**config.mk**
```make
export PLATFORM = sky130hd
export DESIGN_NAME = bcd_date_entry
export DESIGN_NICKNAME = d
export VERILOG_FILES = /design/src/rtl/bcd_date_entry_pkg.sv /design/src/rtl/bcd_date_entry_key_debounce.sv /design/src/rtl/bcd_date_entry.sv
export SDC_FILE = /design/constraint.sdc
export NUM_CORES = 1
export LEC_CHECK = 0
export ABC_AREA = 1
export CORE_ASPECT_RATIO = 1.25
export CORE_MARGIN = 3
export CORE_UTILIZATION = 52
export DETAILED_ROUTE_END_ITERATION = 6
export PLACE_DENSITY = 0.74
export SLEW_MARGIN = 20
export SYNTH_ARGS = -nofsm -noshare
export SYNTH_HDL_FRONTEND = slang
export SYNTH_HIERARCHICAL = 1
export SYNTH_SLANG_ARGS = --single-unit
```
**constraint.sdc**
```tcl
create_clock -name clk -period 1.75 [get_ports clk]
set_clock_uncertainty 0.2 [all_clocks]
set_input_delay 0.2625 -clock clk [delete_from_list [all_inputs] [get_ports clk]]
set_output_delay 0.2625 -clock clk [all_outputs]
set_load 0.02 [all_outputs]
```
**src/rtl/bcd_date_entry_pkg.sv**
```systemverilog
// Shared definitions for the BCD date entry block: FSM states, digit layout and
// the month/day range check applied when the last digit is committed.
package bcd_date_entry_pkg;

    typedef enum logic {
        ST_ENTRY = 1'b0,
        ST_DONE  = 1'b1
    } state_t;

    localparam int          DIGITS    = 6;
    localparam logic [3:0]  BCD_MAX   = 4'd9;
    localparam logic [2:0]  LAST_POS  = 3'd5;
    localparam logic [2:0]  DONE_POS  = 3'd6;

    localparam int          MM_HI     = 23;
    localparam int          MM_LO     = 16;
    localparam int          DD_HI     = 15;
    localparam int          DD_LO     = 8;

    localparam logic [7:0]  MONTH_MIN = 8'h01;
    localparam logic [7:0]  MONTH_MAX = 8'h12;
    localparam logic [7:0]  DAY_MIN   = 8'h01;
    localparam logic [7:0]  DAY_MAX   = 8'h31;

    // Nibbles are always 0..9, so packed-BCD bytes order the same as binary.
    function automatic logic range_ok(input logic [23:0] d);
        logic [7:0] mm;
        logic [7:0] dd;
        mm = d[MM_HI:MM_LO];
        dd = d[DD_HI:DD_LO];
        return (mm >= MONTH_MIN) && (mm <= MONTH_MAX) &&
               (dd >= DAY_MIN) && (dd <= DAY_MAX);
    endfunction

endpackage

```
**src/rtl/bcd_date_entry_key_debounce.sv**
```systemverilog
// Debounces one synchronised active-low key and emits a single-cycle press pulse
// on the debounced falling edge. Presses are only armed once the key is seen released.
module key_debounce #(
    parameter int DEBOUNCE_CYCLES = 500000
) (
    input  logic clk,
    input  logic rst,
    input  logic key_n_sync,
    output logic level,
    output logic press_pulse
);
    localparam int            CW      = $clog2(DEBOUNCE_CYCLES + 1);
    localparam logic [CW-1:0] CNT_MAX = CW'(DEBOUNCE_CYCLES - 1);

    logic          level_q, level_d;
    logic [CW-1:0] cnt_q, cnt_d;
    logic          armed_q, armed_d;
    logic [CW-1:0] arm_cnt_q, arm_cnt_d;
    logic          press_q, press_d;

    always_comb begin
        level_d   = level_q;
        cnt_d     = '0;
        armed_d   = armed_q;
        arm_cnt_d = '0;
        if (key_n_sync != level_q) begin
            if (cnt_q == CNT_MAX) begin
                level_d = ~level_q;
            end else begin
                cnt_d = cnt_q + 1'b1;
            end
        end
        // A key held through reset must be released (stably) before it can fire.
        if (!armed_q && key_n_sync) begin
            if (arm_cnt_q == CNT_MAX) begin
                armed_d = 1'b1;
            end else begin
                arm_cnt_d = arm_cnt_q + 1'b1;
            end
        end
        press_d = armed_q & level_q & ~level_d;
    end

    always_ff @(posedge clk) begin
        if (rst) begin
            level_q   <= 1'b1;
            cnt_q     <= '0;
            armed_q   <= 1'b0;
            arm_cnt_q <= '0;
            press_q   <= 1'b0;
        end else begin
            level_q   <= level_d;
            cnt_q     <= cnt_d;
            armed_q   <= armed_d;
            arm_cnt_q <= arm_cnt_d;
            press_q   <= press_d;
        end
    end

    assign level       = level_q;
    assign press_pulse = press_q;

endmodule

```
**src/rtl/bcd_date_entry.sv**
```systemverilog
// Digit-by-digit MMDDYY entry: synchronisers, per-key debounce, ENTRY/DONE FSM,
// packed-BCD digit register and month/day range check.
module bcd_date_entry
    import bcd_date_entry_pkg::*;
#(
    parameter int DEBOUNCE_CYCLES = 500000
) (
    input  logic        clk,
    input  logic        rst,
    input  logic [1:0]  key_n,
    input  logic [3:0]  sw_digit,
    output logic [23:0] date_bcd,
    output logic [2:0]  cursor,
    output logic        date_done,
    output logic        date_valid,
    output logic        digit_err
);
    logic [1:0]  key_s1_q, key_s2_q;
    logic [3:0]  sw_s1_q, sw_s2_q;
    logic [1:0]  key_level;
    logic [1:0]  key_press;

    state_t      state_q, state_d;
    logic [2:0]  cursor_q, cursor_d;
    logic [23:0] date_q, date_d;
    logic        valid_q, valid_d;
    logic        err_q, err_d;

    always_ff @(posedge clk) begin
        if (rst) begin
            key_s1_q <= 2'b11;
            key_s2_q <= 2'b11;
            sw_s1_q  <= 4'd0;
            sw_s2_q  <= 4'd0;
        end else begin
            key_s1_q <= key_n;
            key_s2_q <= key_s1_q;
            sw_s1_q  <= sw_digit;
            sw_s2_q  <= sw_s1_q;
        end
    end

    for (genvar k = 0; k < 2; k++) begin : g_key
        key_debounce #(.DEBOUNCE_CYCLES(DEBOUNCE_CYCLES)) u_deb (
            .clk         (clk),
            .rst         (rst),
            .key_n_sync  (key_s2_q[k]),
            .level       (key_level[k]),
            .press_pulse (key_press[k])
        );
    end

    always_comb begin
        state_d  = state_q;
        cursor_d = cursor_q;
        date_d   = date_q;
        valid_d  = valid_q;
        err_d    = 1'b0;
        case (state_q)
            ST_ENTRY: begin
                // Backspace has priority; a simultaneous commit is dropped.
                if (key_press[1]) begin
                    if (cursor_q != 3'd0) begin
                        cursor_d = cursor_q - 3'd1;
                        for (int i = 0; i < DIGITS; i++) begin
                            if (cursor_q == 3'(i + 1)) date_d[23-4*i -: 4] = 4'd0;
                        end
                    end
                end else if (key_press[0]) begin
                    if (sw_s2_q > BCD_MAX) begin
                        err_d = 1'b1;
                    end else begin
                        for (int i = 0; i < DIGITS; i++) begin
                            if (cursor_q == 3'(i)) date_d[23-4*i -: 4] = sw_s2_q;
                        end
                        cursor_d = cursor_q + 3'd1;
                        if (cursor_d == DONE_POS) begin
                            state_d = ST_DONE;
                            valid_d = range_ok(date_d);
                        end
                    end
                end
            end
            ST_DONE: begin
                if (key_press[1]) begin
                    state_d     = ST_ENTRY;
                    cursor_d    = LAST_POS;
                    date_d[3:0] = 4'd0;
                    valid_d     = 1'b0;
                end
            end
            default: state_d = ST_ENTRY;
        endcase
    end

    always_ff @(posedge clk) begin
        if (rst) begin
            state_q  <= ST_ENTRY;
            cursor_q <= 3'd0;
            date_q   <= 24'd0;
            valid_q  <= 1'b0;
            err_q    <= 1'b0;
        end else begin
            state_q  <= state_d;
            cursor_q <= cursor_d;
            date_q   <= date_d;
            valid_q  <= valid_d;
            err_q    <= err_d;
        end
    end

    assign date_bcd   = date_q;
    assign cursor     = cursor_q;
    assign date_done  = (state_q == ST_DONE);
    assign date_valid = valid_q;
    assign digit_err  = err_q;

endmodule

```
==> out/results.ini, run 1 <==
[status]
run_status=finished with violations
violations=setup timing

[synthesis]
syn_nets=940
synth_edf_count=0
ys_types=44
syn-instance-count=921
ys.flop_type=dfxtp_1
async_flop_share_pct=0
netlist_area_um2=6424
yosys_warnings=6
syn_avg_cell_area_um2=6.975
ys_seq_area_share_pct=38.64
ys_seq_elements=124

[finish]
diodes=0
stdcell_area_um2=7940
mostFrequentLayoutCell=nand2_1
drive_above_1_share_pct=17.64
areaGrowthSynthToFinish_pct=23.61
final_cell_mix=nand2_1, nor2_1, dfxtp_1, inv_1, nand3_1
nets=1015

[sta]
fin_hold_ws_ps=165.0
clock.fmax_mhz=536.7
slew_headroom_pct=77.90
worst_slack_ps=-113.3
hold_viol_final=0
worstMarginPinSlew_ps=330.2
period_minus_slack_ps=1863
final.period_utilization_pct=106.5
grt_setup_unrepaired=true
slew_violations=0
finalSetupViolCount=5

[floorplanning]
start_util_pct=54.27
die-area_um2=13730
io-pin-count=38
core-area_um2=11840
placementRows=44
fp.dieW_um=105.4
die_h_um=130.3

[critical_path]
worstReg2RegStart=cursor[1]$_SDFFE_PP0P_
cp.arrival_ps=1990
end_kind=register
crit_path_max_fanout=8
worst_r2r_endpoint=date_valid$_SDFFE_PP0P_
reg2reg_depth=11
start_kind=register
worstSetupPathType=register to register
r2r_slack_ps=-110
critical_path_required_ps=1880

[clocking]
cts_htree_levels=4
clk_pin_slew_ps=60
cts-buffers-inserted=17
clockBufferDepth=2
cts_sinks=124
cts_root_buf=clkbuf_16
clock_latency_ps=410
cts_tree=yes

[place]
dp_hpwl_mm=10.05
numPortBuffers=37
place.gp.congestion=0.9099
place_area_um2=7162

[worst_hold_path]
min_path_type=input pin to register
hold_start=sw_digit[2]
hold_path_end=sw_s1_q[2]$_SDFF_PP0_
hold_depth=3

[route]
first_pass_iters=5
final_antenna_net_count=0
vias=5825
avgRoutedWirePerCell_um=12.15
remaining_drc_errors=0
dr.first_iter.drc_count=227
drt_wl_total_mm=14.22
viasPerCell=4.979

[grt]
grt_pass1_wl_mm=23.47
antenna_found_initial=0
grt_pass1_vias=5403
grtUsageTotal_pct=20.78
grt_max_degree=19
grt_overflow_total=0

[power_and_ir_drop]
powerDensity_nw_per_um2=844.0
ir_worst_vdd_uv=566.3
leakagePower_uw=0.003119

[run]
drv_cap=0

worst max-delay path, stage by stage (launching register included):
cell and delay (ps):
dfxtp_4 380, ha_4 170, ha_4 180, inv_4 80, nand2_4 50, nand2_2 60
nand2_1 50, nor2_1 110, nor2_1 80, a21oi_1 120, nand3_1 90, a21oi_1 190
area by class of cell:
cell class              instances  area [um2]
fillers                      1020        3896
multi-input cells             678        3577
flip-flops and latches        124        2496
repair buffers                 72       635.6
clock buffers                  22       494.2
inverters                     103       399.1
well taps                     161       201.4
clock inverters                10       136.4
layer usage:
metal / vias to the layer above / part of all wire [%] / global-route usage, %
li1: 3071 / - / -
met1: 2623 / 43 / 23.80
met2: 109 / 51 / 37.16
met3: 22 / 3.7 / 5.344
met4: 0 / 1.7 / 8.108
met5: - / 0 / 0
cell families after synthesis:
logic type / synth area share [%]
fa+ha+maj: 2.143
simple gates: 39.33
buf+inv: 8.005
compound gates: 7.110
xor+xnor: 4.772
flops: 38.64
worst max path at each step:
| stage | start | to | slack (ps) |
|---|---|---|---|
| floorplan | cursor[1]$_SDFFE_PP0P_ | date_valid$_SDFFE_PP0P_ | -2 |
| detailed placement | cursor[0]$_SDFFE_PP0P_ | date_valid$_SDFFE_PP0P_ | -40 |
| global route | cursor[1]$_SDFFE_PP0P_ | date_valid$_SDFFE_PP0P_ | -160 |
| CTS | cursor[0]$_SDFFE_PP0P_ | date_valid$_SDFFE_PP0P_ | 4 |
| global placement | cursor[0]$_SDFFE_PP0P_ | date_valid$_SDFFE_PP0P_ | -1 |
| finish | cursor[1]$_SDFFE_PP0P_ | date_valid$_SDFFE_PP0P_ | -110 |
per-stage QoR:
stage                     setup slack, ps  instances  util (%)  power [uW]  TNS (ps)
after floorplan                    -1.900        921         -        3027    -1.900
after global placement             -1.190       1134     60.51        3085    -1.190
after detailed placement           -38.00       1134     60.51        3089    -401.4
after CTS                           3.764       1168     65.86        6751         0
after global routing               -161.9       1170     67.08        6899     -1243
final                              -113.3       1170     67.08        6701    -134.9
Yosys cell counts, types with 2 or more instances:
library cell	n	area (um2)
ha_1	11	137.6
nand3b_1	3	22.52
or2_2	7	43.79
nor3_1	9	45.04
nand2_1	221	829.6
or2_0	2	12.51
buf_6	5	56.30
nand4_1	22	137.6
nor2_2	19	118.9
o21ai_0	16	80.08
nand2_4	5	56.30
inv_2	9	33.78
o21ai_1	2	10.01
dfxtp_1	124	2482
inv_1	93	349.1
a21oi_1	51	255.2
o21ai_2	3	26.28
nand3_1	62	310.3
nand2_2	13	81.33
xor2_1	25	219.0
nor2_4	9	101.4
clkbuf_1	4	15.01
nor2_1	168	630.6
buf_2	4	20.02
a211oi_1	3	22.52
nand3_2	4	40.04
xnor2_1	10	87.58
sequential cells by signal, summed over array words and instances, names as in the netlist, 3 cells and up:
signal / count
g_key.u_deb/cnt_q: 38
sw_s1_q: 4
g_key.u_deb/arm_cnt_q: 38
sw_s2_q: 4
cursor: 3
date_bcd: 24
power by group:
group	total [uW]	internal, uW	switching, uW
Sequential	2870	2850	19.4
Combinational	165	69.0	96.1
Clock	3670	2420	1250
timing repair:
item                                    4_1_cts  5_1_grt
cloned                                        0        0
buffers inserted                              2        2
endpoints found under the setup margin       43       54
hold buffers                                  0        0
gates resized for setup                      40       42
pin swaps                                     1       15
Power figures use the tool's default switching activity.
==> inputs of run 2 (changes only) <==
--- a/config.mk
+++ b/config.mk
@@ -6,6 +6,7 @@
 export NUM_CORES = 1
 export LEC_CHECK = 0
 export ABC_AREA = 1
+export ABC_CLOCK_PERIOD_IN_PS = 1750
 export CORE_ASPECT_RATIO = 1.25
 export CORE_MARGIN = 3
 export CORE_UTILIZATION = 52
==> results of run 2 <==
The final DEF is identical to that of run 1; final timing and power are the same.
